**config.mk**
```make
export PLATFORM = sky130hd
export DESIGN_NAME = ctrl_fsm_flat
export DESIGN_NICKNAME = d
export VERILOG_FILES = /design/src/rtl/ctrl_fsm_if.sv /design/src/rtl/ctrl_fsm.sv /design/src/flat_wrapper.sv
export SDC_FILE = /design/constraint.sdc
export NUM_CORES = 1
export LEC_CHECK = 0
export ABC_AREA = 1
export CAP_MARGIN = 25
export CORE_UTILIZATION = 25
export CTS_CLUSTER_DIAMETER = 50
export DETAILED_ROUTE_END_ITERATION = 12
export GPL_ROUTABILITY_DRIVEN = 0
export HOLD_SLACK_MARGIN = 0.1
export PLACE_DENSITY = 0.75
export RECOVER_POWER = 25
export SYNTH_ARGS = -nofsm -noshare
export SYNTH_HDL_FRONTEND = slang
export SYNTH_SLANG_ARGS = --single-unit
```
**constraint.sdc**
```tcl
create_clock -name clk -period 1.8 [get_ports clk]
set_clock_uncertainty 0.1 [all_clocks]
set_input_delay 0.36 -clock clk [delete_from_list [all_inputs] [get_ports clk]]
set_output_delay 0.36 -clock clk [all_outputs]
set_load 0.05 [all_outputs]
```
**src/rtl/ctrl_fsm_if.sv**
```systemverilog
// Control-unit bundle: IR/comparator inputs and every datapath enable/select
// driven by ctrl_fsm. master = the control unit, slave = datapath side.
interface ctrl_fsm_if;
    logic [31:0] instr;
    logic        mem_ready;
    logic        br_taken;
    logic        mem_req;
    logic        mem_we;
    logic        mem_addr_sel;
    logic        ir_we;
    logic        pc_we;
    logic [1:0]  pc_sel;
    logic        rf_we;
    logic [1:0]  wb_sel;
    logic [3:0]  alu_op;
    logic [1:0]  alu_a_sel;
    logic        alu_b_sel;
    logic        retire;
    logic        illegal;
    logic [2:0]  state;

    modport master (
        input  instr, mem_ready, br_taken,
        output mem_req, mem_we, mem_addr_sel, ir_we, pc_we, pc_sel, rf_we,
               wb_sel, alu_op, alu_a_sel, alu_b_sel, retire, illegal, state
    );

    modport slave (
        output instr, mem_ready, br_taken,
        input  mem_req, mem_we, mem_addr_sel, ir_we, pc_we, pc_sel, rf_we,
               wb_sel, alu_op, alu_a_sel, alu_b_sel, retire, illegal, state
    );
endinterface

```
**src/rtl/ctrl_fsm.sv**
```systemverilog
// Multicycle RV32I control unit: FETCH/DECODE/EXEC/MEM sequencing, legality
// check with sticky HALT, and all datapath enables / mux selects.
module ctrl_fsm (
    input  logic       clk,
    input  logic       rst_n,
    ctrl_fsm_if.master bus
);
    typedef enum logic [2:0] {
        FETCH  = 3'd0,
        DECODE = 3'd1,
        EXEC   = 3'd2,
        MEM    = 3'd3,
        HALT   = 3'd4
    } state_t;

    localparam logic [6:0] OPC_OP     = 7'b0110011;
    localparam logic [6:0] OPC_OPIMM  = 7'b0010011;
    localparam logic [6:0] OPC_LOAD   = 7'b0000011;
    localparam logic [6:0] OPC_STORE  = 7'b0100011;
    localparam logic [6:0] OPC_BRANCH = 7'b1100011;
    localparam logic [6:0] OPC_JAL    = 7'b1101111;
    localparam logic [6:0] OPC_JALR   = 7'b1100111;
    localparam logic [6:0] OPC_LUI    = 7'b0110111;
    localparam logic [6:0] OPC_AUIPC  = 7'b0010111;

    localparam logic [6:0] F7_ALT     = 7'b0100000;

    localparam logic [3:0] ALU_ADD    = 4'd0;
    localparam logic [3:0] ALU_COPYA  = 4'd9;

    localparam logic [1:0] PC_PLUS4   = 2'd0;
    localparam logic [1:0] PC_ALU     = 2'd1;
    localparam logic [1:0] PC_ALU_AL  = 2'd2;
    localparam logic [1:0] WB_ALU     = 2'd0;
    localparam logic [1:0] WB_MEM     = 2'd1;
    localparam logic [1:0] WB_PC4     = 2'd2;
    localparam logic [1:0] A_RS1      = 2'd0;
    localparam logic [1:0] A_PC       = 2'd1;
    localparam logic [1:0] A_UIMM     = 2'd2;
    localparam logic       B_RS2      = 1'b0;
    localparam logic       B_IMM      = 1'b1;

    state_t      state_q, state_d;
    logic        illegal_q;
    logic        legal;
    logic [6:0]  opcode;
    logic [6:0]  funct7;
    logic [2:0]  funct3;
    logic        is_ldst;
    logic        unused_bits;

    assign opcode      = bus.instr[6:0];
    assign funct3      = bus.instr[14:12];
    assign funct7      = bus.instr[31:25];
    assign is_ldst     = (opcode == OPC_LOAD) || (opcode == OPC_STORE);
    assign unused_bits = ^{bus.instr[24:15], bus.instr[11:7]};

    always_comb begin
        legal = 1'b0;
        case (opcode)
            OPC_OP:     legal = (funct7 == 7'd0) ||
                                (funct7 == F7_ALT && (funct3 == 3'b000 || funct3 == 3'b101));
            OPC_OPIMM: begin
                case (funct3)
                    3'b001:  legal = (funct7 == 7'd0);
                    3'b101:  legal = (funct7 == 7'd0) || (funct7 == F7_ALT);
                    default: legal = 1'b1;
                endcase
            end
            OPC_LOAD:   legal = (funct3 != 3'b011) && (funct3 != 3'b110) && (funct3 != 3'b111);
            OPC_STORE:  legal = (funct3 <= 3'b010);
            OPC_BRANCH: legal = (funct3[2:1] != 2'b01);
            OPC_JALR:   legal = (funct3 == 3'b000);
            OPC_JAL, OPC_LUI, OPC_AUIPC: legal = 1'b1;
            default:    legal = 1'b0;
        endcase
    end

    always_ff @(posedge clk or negedge rst_n) begin
        if (!rst_n) begin
            state_q   <= FETCH;
            illegal_q <= 1'b0;
        end else begin
            state_q <= state_d;
            if (state_q == DECODE && !legal)
                illegal_q <= 1'b1;
        end
    end

    always_comb begin
        state_d = state_q;
        case (state_q)
            FETCH:   if (bus.mem_ready) state_d = DECODE;
            DECODE:  state_d = legal ? EXEC : HALT;
            EXEC:    state_d = is_ldst ? MEM : FETCH;
            MEM:     if (bus.mem_ready) state_d = FETCH;
            HALT:    state_d = HALT;
            default: state_d = FETCH;
        endcase
    end

    // Everything is forced low while rst_n is held, even though the
    // register already sits in FETCH, so the datapath sees a quiet bus.
    always_comb begin
        bus.mem_req      = 1'b0;
        bus.mem_we       = 1'b0;
        bus.mem_addr_sel = 1'b0;
        bus.ir_we        = 1'b0;
        bus.pc_we        = 1'b0;
        bus.pc_sel       = PC_PLUS4;
        bus.rf_we        = 1'b0;
        bus.wb_sel       = WB_ALU;
        bus.alu_op       = ALU_ADD;
        bus.alu_a_sel    = A_RS1;
        bus.alu_b_sel    = B_RS2;
        bus.retire       = 1'b0;
        bus.illegal      = rst_n & illegal_q;
        bus.state        = rst_n ? state_q : FETCH;
        if (rst_n) begin
            case (state_q)
                FETCH: begin
                    bus.mem_req = 1'b1;
                    bus.ir_we   = bus.mem_ready;
                end
                EXEC: begin
                    case (opcode)
                        OPC_OP: begin
                            bus.alu_op = {bus.instr[30], funct3};
                            bus.rf_we  = 1'b1;
                            bus.pc_we  = 1'b1;
                            bus.retire = 1'b1;
                        end
                        OPC_OPIMM: begin
                            bus.alu_op    = (funct3 == 3'b101) ? {bus.instr[30], funct3}
                                                               : {1'b0, funct3};
                            bus.alu_b_sel = B_IMM;
                            bus.rf_we     = 1'b1;
                            bus.pc_we     = 1'b1;
                            bus.retire    = 1'b1;
                        end
                        OPC_LUI: begin
                            bus.alu_op    = ALU_COPYA;
                            bus.alu_a_sel = A_UIMM;
                            bus.rf_we     = 1'b1;
                            bus.pc_we     = 1'b1;
                            bus.retire    = 1'b1;
                        end
                        OPC_AUIPC: begin
                            bus.alu_a_sel = A_PC;
                            bus.alu_b_sel = B_IMM;
                            bus.rf_we     = 1'b1;
                            bus.pc_we     = 1'b1;
                            bus.retire    = 1'b1;
                        end
                        OPC_BRANCH: begin
                            bus.alu_a_sel = A_PC;
                            bus.alu_b_sel = B_IMM;
                            bus.pc_we     = 1'b1;
                            bus.pc_sel    = bus.br_taken ? PC_ALU : PC_PLUS4;
                            bus.retire    = 1'b1;
                        end
                        OPC_JAL: begin
                            bus.alu_a_sel = A_PC;
                            bus.alu_b_sel = B_IMM;
                            bus.rf_we     = 1'b1;
                            bus.wb_sel    = WB_PC4;
                            bus.pc_we     = 1'b1;
                            bus.pc_sel    = PC_ALU;
                            bus.retire    = 1'b1;
                        end
                        OPC_JALR: begin
                            bus.alu_b_sel = B_IMM;
                            bus.rf_we     = 1'b1;
                            bus.wb_sel    = WB_PC4;
                            bus.pc_we     = 1'b1;
                            bus.pc_sel    = PC_ALU_AL;
                            bus.retire    = 1'b1;
                        end
                        OPC_LOAD, OPC_STORE: begin
                            bus.alu_b_sel = B_IMM;
                        end
                        default: ;
                    endcase
                end
                MEM: begin
                    // Address path held at rs1+imm so the registered result stays valid.
                    bus.alu_b_sel    = B_IMM;
                    bus.mem_req      = 1'b1;
                    bus.mem_addr_sel = 1'b1;
                    bus.mem_we       = (opcode == OPC_STORE);
                    if (bus.mem_ready) begin
                        bus.pc_we  = 1'b1;
                        bus.retire = 1'b1;
                        if (opcode == OPC_LOAD) begin
                            bus.rf_we  = 1'b1;
                            bus.wb_sel = WB_MEM;
                        end
                    end
                end
                default: ;
            endcase
        end
    end
endmodule

```
**src/flat_wrapper.sv**
```systemverilog
// flat-port wrapper written by rule: the top's interface ports become plain ports
module ctrl_fsm_flat 
  (clk, rst_n, bus_instr, bus_mem_ready, bus_br_taken, bus_mem_req, bus_mem_we, bus_mem_addr_sel, bus_ir_we, bus_pc_we, bus_pc_sel, bus_rf_we, bus_wb_sel, bus_alu_op, bus_alu_a_sel, bus_alu_b_sel, bus_retire, bus_illegal, bus_state);
  ctrl_fsm_if bus_i ();
  input  logic clk;
  input  logic rst_n;
  input wire logic [$bits(bus_i.instr)-1:0] bus_instr;
  input wire logic [$bits(bus_i.mem_ready)-1:0] bus_mem_ready;
  input wire logic [$bits(bus_i.br_taken)-1:0] bus_br_taken;
  output wire logic [$bits(bus_i.mem_req)-1:0] bus_mem_req;
  output wire logic [$bits(bus_i.mem_we)-1:0] bus_mem_we;
  output wire logic [$bits(bus_i.mem_addr_sel)-1:0] bus_mem_addr_sel;
  output wire logic [$bits(bus_i.ir_we)-1:0] bus_ir_we;
  output wire logic [$bits(bus_i.pc_we)-1:0] bus_pc_we;
  output wire logic [$bits(bus_i.pc_sel)-1:0] bus_pc_sel;
  output wire logic [$bits(bus_i.rf_we)-1:0] bus_rf_we;
  output wire logic [$bits(bus_i.wb_sel)-1:0] bus_wb_sel;
  output wire logic [$bits(bus_i.alu_op)-1:0] bus_alu_op;
  output wire logic [$bits(bus_i.alu_a_sel)-1:0] bus_alu_a_sel;
  output wire logic [$bits(bus_i.alu_b_sel)-1:0] bus_alu_b_sel;
  output wire logic [$bits(bus_i.retire)-1:0] bus_retire;
  output wire logic [$bits(bus_i.illegal)-1:0] bus_illegal;
  output wire logic [$bits(bus_i.state)-1:0] bus_state;
  assign bus_i.instr = bus_instr;
  assign bus_i.mem_ready = bus_mem_ready;
  assign bus_i.br_taken = bus_br_taken;
  assign bus_mem_req = bus_i.mem_req;
  assign bus_mem_we = bus_i.mem_we;
  assign bus_mem_addr_sel = bus_i.mem_addr_sel;
  assign bus_ir_we = bus_i.ir_we;
  assign bus_pc_we = bus_i.pc_we;
  assign bus_pc_sel = bus_i.pc_sel;
  assign bus_rf_we = bus_i.rf_we;
  assign bus_wb_sel = bus_i.wb_sel;
  assign bus_alu_op = bus_i.alu_op;
  assign bus_alu_a_sel = bus_i.alu_a_sel;
  assign bus_alu_b_sel = bus_i.alu_b_sel;
  assign bus_retire = bus_i.retire;
  assign bus_illegal = bus_i.illegal;
  assign bus_state = bus_i.state;
  ctrl_fsm u_core (.clk(clk), .rst_n(rst_n), .bus(bus_i));
endmodule
```
== After elaboration in Yosys (flattened, before gate mapping) ==
Cells that the tools add are included.

* Input port bits: 36
* Word-level logic and storage cells: 90
* Output and inout bits: 22
* Register bits after elaboration: 4

* Reduce and logical (&&, ||, !) cells: 20
* Mux-type cells: 44
* Bitwise gates (word level): 1
* Equal/unequal tests: 22
* Magnitude comparators: 1

{| class="wikitable"
|+ Operators by type and width
! cell !! number
|-
| equality test 7 x 6 -> 1 bit (second input constant) || 4
|-
| equality test 7 bit (second input constant) || 3
|-
| two-way mux 1 bit || 19
|-
| two-way mux 2 bit || 8
|-
| one-hot mux 3 bit (5 select lines) || 1
|-
| equality test 7 x 5 -> 1 bit (second input constant) || 2
|-
| OR reduction 7 bit || 2
|-
| two-way mux 3 bit || 4
|-
| two-way mux 4 bit || 3
|-
| one-hot mux 4 bit (3 select lines) || 1
|-
| one-hot mux 1 bit (2 select lines) || 4
|-
| one-hot mux 2 bit (2 select lines) || 2
|-
| equality test 7 x 2 -> 1 bit (second input constant) || 1
|-
| logical NOT 7 bit || 1
|-
| one-hot mux 1 bit (7 select lines) || 1
|-
| equality test 3 x 1 -> 1 bit (second input constant) || 2
|-
| equality test 3 x 2 -> 1 bit (second input constant) || 2
|-
| equality test 3 bit (second input constant) || 2
|-
| logical NOT 3 bit || 2
|-
| != test 3 bit (second input constant) || 2
|-
| one-hot mux 2 bit (3 select lines) || 1
|-
| OR reduction 3 bit || 2
|-
| OR reduction 6 bit || 1
|-
| logical AND 1 bit || 4
|-
| 9 further kinds || 14
|}

== Longest topological paths before layout ==
* Depth in word-level cells: 7
* Gate-level depth with buffers: 11

== Worst setup path after synthesis ==
No wires, ideal clock.

* Kind: input -> output
* Start: in bus_instr[1]
* End: out bus_retire
* Data arrival time: 2.099 ns
* Buffers on the path: 1
* Cell stages on the path: 9
* Setup slack: -0.759 ns
* Cell sequence: nand2_1 > inv_2 > nand2_1 > inv_2 > nand2_1 > nand2_1 > o21ai_1 > a21oi_1 > buf_4

* Longest elaborated chain between the ends: 5
* Elaborated cells on any way between the ends: 11
* Classes of those cells: eq/ne: 7; mux: 3; reduce/logical: 1

{| class="wikitable"
|+ RTL lines
! item !! RTL line !! RTL
|-
| from (decl) || flat_wrapper.sv:7 || <nowiki>input wire logic [$bits(bus_i.instr)-1:0] bus_instr;</nowiki>
|-
| equality test 7 x 6 -> 1 bit (tied with other cells) || n/a ||
|-
| OR reduction 7 bit (no source line) (*) || n/a ||
|-
| two-way mux 1 bit (*) || n/a ||
|-
| one-hot mux 1 bit (2 select lines) (*) || n/a ||
|-
| two-way mux 1 bit (*) || n/a ||
|-
| to (decl) || flat_wrapper.sv:21 || <nowiki>output wire logic [$bits(bus_i.retire)-1:0] bus_retire;</nowiki>
|}

Every way passes the cells marked *; elsewhere a longest branch is shown, timed or not.

== Final worst setup path ==
* Start: reg u_core.state_q[2]
* End: out bus_retire

* Longest elaborated chain between the ends: 3
* Elaborated cells on any way between the ends: 4
* Classes of those cells: eq/ne: 2; mux: 2

{| class="wikitable"
|+ RTL lines
! item !! RTL line !! RTL
|-
| from (decl) || ctrl_fsm.sv:43 || <nowiki>state_t state_q, state_d;</nowiki>
|-
| from (signal assigned) || ctrl_fsm.sv:84 || <nowiki>state_q <= state_d;</nowiki>
|-
| equality test 3 x 2 -> 1 bit || ctrl_fsm.sv:120 || <nowiki>case (state_q)</nowiki>
|-
| one-hot mux 1 bit (2 select lines) (*) || ctrl_fsm.sv:120 ||
|-
| two-way mux 1 bit (*) || ctrl_fsm.sv:119 || <nowiki>if (rst_n) begin</nowiki>
|}

Marks and branches as above.

==> results_dict.tcl <==
set metrics [dict create \
    run_status "complete, but fails checks" \
    failed_checks "negative setup slack" \
    seq_area_frac_synth_pct 14.0 \
    dpl.cell_count 245 \
    chipHeight_um 55.4 \
    routed_wl_um 3810 \
    hold_ws_ns 0.369 \
    post_synth_instance_area_um2 713 \
    numClockSinks 4 \
    grt_pass1_vias 1312 \
    grt_remaining_overflow 0 \
    dpl.hpwl_um 2110 \
    timing.critical_path.from_type "register" \
    route.antenna.remaining_nets 0 \
    ir_worst_vdd_mv 0.767 \
    timing.critical_path.fanout_max 4 \
    setup.worst_path.end_class "output port" \
    port_buffers 42 \
    track_usage_pct 22.7 \
    grt_setup_unrepaired "true" \
    htree_num_levels 1 \
    netlist_instances 137 \
    design.core.area_um2 2730 \
    timing.critical_path.arrival_ns 1.62 \
    firstDrtPassIters 4 \
    totalPowerFinal_mw 1.08 \
    cts_made_buffers 3 \
    ys_ff_latch 4 \
    highest_clock_rate_ghz 0.480 \
    hold_path_class "register to register" \
    setup_violations 18 \
    leakagePower_nw 1.05 \
    timing_worst_slew_pin_value_ns 0.345 \
    die_width_um 55.4 \
    first_pass_grt_wire_length_um 5540 \
    synthDistinctLibCells 21 \
    start_util_pct 26.1 \
    report.final.hold_viol_count 0 \
    fin_crit_ns 2.08 \
    dr_total_vias 1298 \
    post_synthesis_share_of_cell_area_spent_on_and_or_nand_and_nor_gates_pct 59.3 \
    sequential_cell_area_um2 101 \
    synth_mux_area_share_pct 0 \
    synth.largest_area_cell "sky130_fd_sc_hd__nand2_1" \
    synth_top_family_by_area "simple AND/OR/NAND/NOR gates" \
    cts.path.max_buffers 2 \
    clock_latency_ns 0.24 \
    clkTransAtPathRegs_ns 0.04 \
    antenna_violations_before_repair 0 \
    startpoint_of_the_worst_register_to_register_path "u_core.state_q[2]$_DFFE_PN0P_" \
    wl_per_cell_um 14.3 \
    synth_area_leaders "sky130_fd_sc_hd__nand2_1 19%, sky130_fd_sc_hd__dfrtp_1 14%, sky130_fd_sc_hd__inv_1 10%" \
    finalNetCount 274 \
    std_cell_rows 19 \
    final.fill_count 149 \
    setup_crit_start "u_core.state_q[2]$_DFFE_PN0P_" \
    finalNonFillerCells 267 \
    drc 0 \
    cts.root.buffer_cell "sky130_fd_sc_hd__clkbuf_4" \
    pre_cts_ws_ns -0.536 \
    die-area_um2 3070 \
    path_class "register to output port" \
    detail_route.iter0.violations 33 \
    area_taken_by_multi_input_logic_gates_um2 875 \
    power_density_nw_per_um2 487 \
    synth.net_count 173 \
    post_synth_fa_ha_maj_area_fraction_pct 0 \
    area_growth_pct 212 \
    setup_slack_ns -0.283 \
    number_of_warnings_printed_during_yosys_synthesis 0 \
    largest_net_degree_at_the_start_of_global_routing 8 \
    antenna-diode-count 0 \
    synth_compound_area_share_pct 11.4 \
    period_share_pct 116 \
    slew-limit-headroom_pct 76.8 \
    maxCapViolations 0 \
    launch_instance_of_the_worst_min_delay_path "u_core.illegal_q$_DFFE_PN0P_" \
    io-pin-count 58 \
    tritoncts "done" \
    syn_area_per_cell_um2 5.21 \
    drive_gt1_share_pct 63.6 \
    synth-xor-area-share_pct 0 \
    maxSlewViolCount 0 \
    vias_per_cell 4.86 \
    synth_largest_type_area_fraction_pct 19.5 \
    fin_setup_tns_ns -3.20 \
    critical_path_required_time_ns 1.34 \
]
## worst paths after layout
path                                                 end  slack (ns)  cells after the start
max                                           bus_retire       -0.28                      5
min                         u_core.illegal_q$_DFFE_PN0P_        0.37                      2
max reg2reg                u_core.state_q[0]$_DFFE_PN0P_        0.06                      9
min reg2reg                 u_core.illegal_q$_DFFE_PN0P_        0.37                      2
max in group asynchronous  u_core.state_q[2]$_DFFE_PN0P_        0.59                      3
min in group asynchronous  u_core.state_q[0]$_DFFE_PN0P_        0.81                      3
## registers in the layout, summed over array words and instances (netlist names)
| name | count |
|---|---|
| u_core.state_q | 3 |
| u_core.illegal_q | 1 |
## cells by family after synthesis
| kind of cell | count (synthesis) |
|---|---|
| flops | 4 |
| simple gates | 90 |
| compound gates | 15 |
| buf+inv | 28 |
## layer usage
metal,vias up,routed length [um],track usage (%)
li1,634,-,-
met1,591,1340,23.2
met2,59,2150,44.2
met3,14,177,2.58
met4,0,134,12.1
met5,-,0,0
## worst max-delay path, cell delays in order (launching register included)
cell and delay (ns):
sky130_fd_sc_hd__dfrtp_2 0.45, sky130_fd_sc_hd__buf_6 0.14, sky130_fd_sc_hd__nor3_4 0.28, sky130_fd_sc_hd__a21oi_2 0.12, sky130_fd_sc_hd__a21oi_4 0.23, sky130_fd_sc_hd__buf_12 0.16
## placed cells by master, fill, tap and decap left out, types with 2 or more instances in the layout
cell type,count
sky130_fd_sc_hd__inv_2,9
sky130_fd_sc_hd__dfrtp_1,3
sky130_fd_sc_hd__buf_4,44
sky130_fd_sc_hd__nor2_1,10
sky130_fd_sc_hd__buf_6,10
sky130_fd_sc_hd__a21oi_4,5
sky130_fd_sc_hd__nand3_1,11
sky130_fd_sc_hd__nor2_4,13
sky130_fd_sc_hd__nand2_2,8
sky130_fd_sc_hd__a21oi_2,2
sky130_fd_sc_hd__clkdlybuf4s50_1,11
sky130_fd_sc_hd__clkbuf_4,3
sky130_fd_sc_hd__dlygate4sd2_1,2
sky130_fd_sc_hd__buf_2,4
sky130_fd_sc_hd__nor3_4,9
sky130_fd_sc_hd__inv_1,14
sky130_fd_sc_hd__nand2_4,6
sky130_fd_sc_hd__buf_12,23
sky130_fd_sc_hd__nand3_4,2
sky130_fd_sc_hd__nand2_1,25
sky130_fd_sc_hd__nor3_1,2
sky130_fd_sc_hd__a21oi_1,2
sky130_fd_sc_hd__inv_4,4
## synth_stat cells
cell type and count:
sky130_fd_sc_hd__inv_2 8, sky130_fd_sc_hd__dfrtp_1 4, sky130_fd_sc_hd__o21ai_0 1, sky130_fd_sc_hd__nor3_1 8
sky130_fd_sc_hd__nor2_4 1, sky130_fd_sc_hd__o21ai_1 2, sky130_fd_sc_hd__o31ai_1 1, sky130_fd_sc_hd__nand2_2 3
sky130_fd_sc_hd__nor2_2 3, sky130_fd_sc_hd__nand2_1 37, sky130_fd_sc_hd__a21oi_1 9, sky130_fd_sc_hd__nand4_1 1
sky130_fd_sc_hd__nand3_1 12, sky130_fd_sc_hd__nand3b_1 1, sky130_fd_sc_hd__nor2_1 19, sky130_fd_sc_hd__nor3_2 4
sky130_fd_sc_hd__a31oi_1 1, sky130_fd_sc_hd__nand3_2 1, sky130_fd_sc_hd__inv_1 19, sky130_fd_sc_hd__buf_4 1
sky130_fd_sc_hd__o211ai_1 1
## power by group
part           switching (mW)  internal [mW]
logic                   0.419          0.399
clock network          0.0390         0.0747
registers              0.0353          0.116
## layout make-up
cell class	count	share of cell area [%]
repair buffers	97	48.4
well taps	31	1.74
inverters	27	5.01
flip-flops and latches	4	4.56
clock buffers	3	1.01
multi-input cells	105	39.3
## repair_timing
item	in CTS	in global routing
hold buffers	1	0
setup endpoints to repair	18	19
gates resized for setup	91	14
pin swaps	33	5
hold endpoints to repair	4	0
setup buffers	13	6
## metrics by stage
step                util, %  area [um^2]
finish                 81.4         2220
detailed placement     64.7         1770
global route           81.4         2220
global placement       64.7         1770
CTS                    77.3         2110
floorplan                 -          817
(Power assumes the default switching activity.)
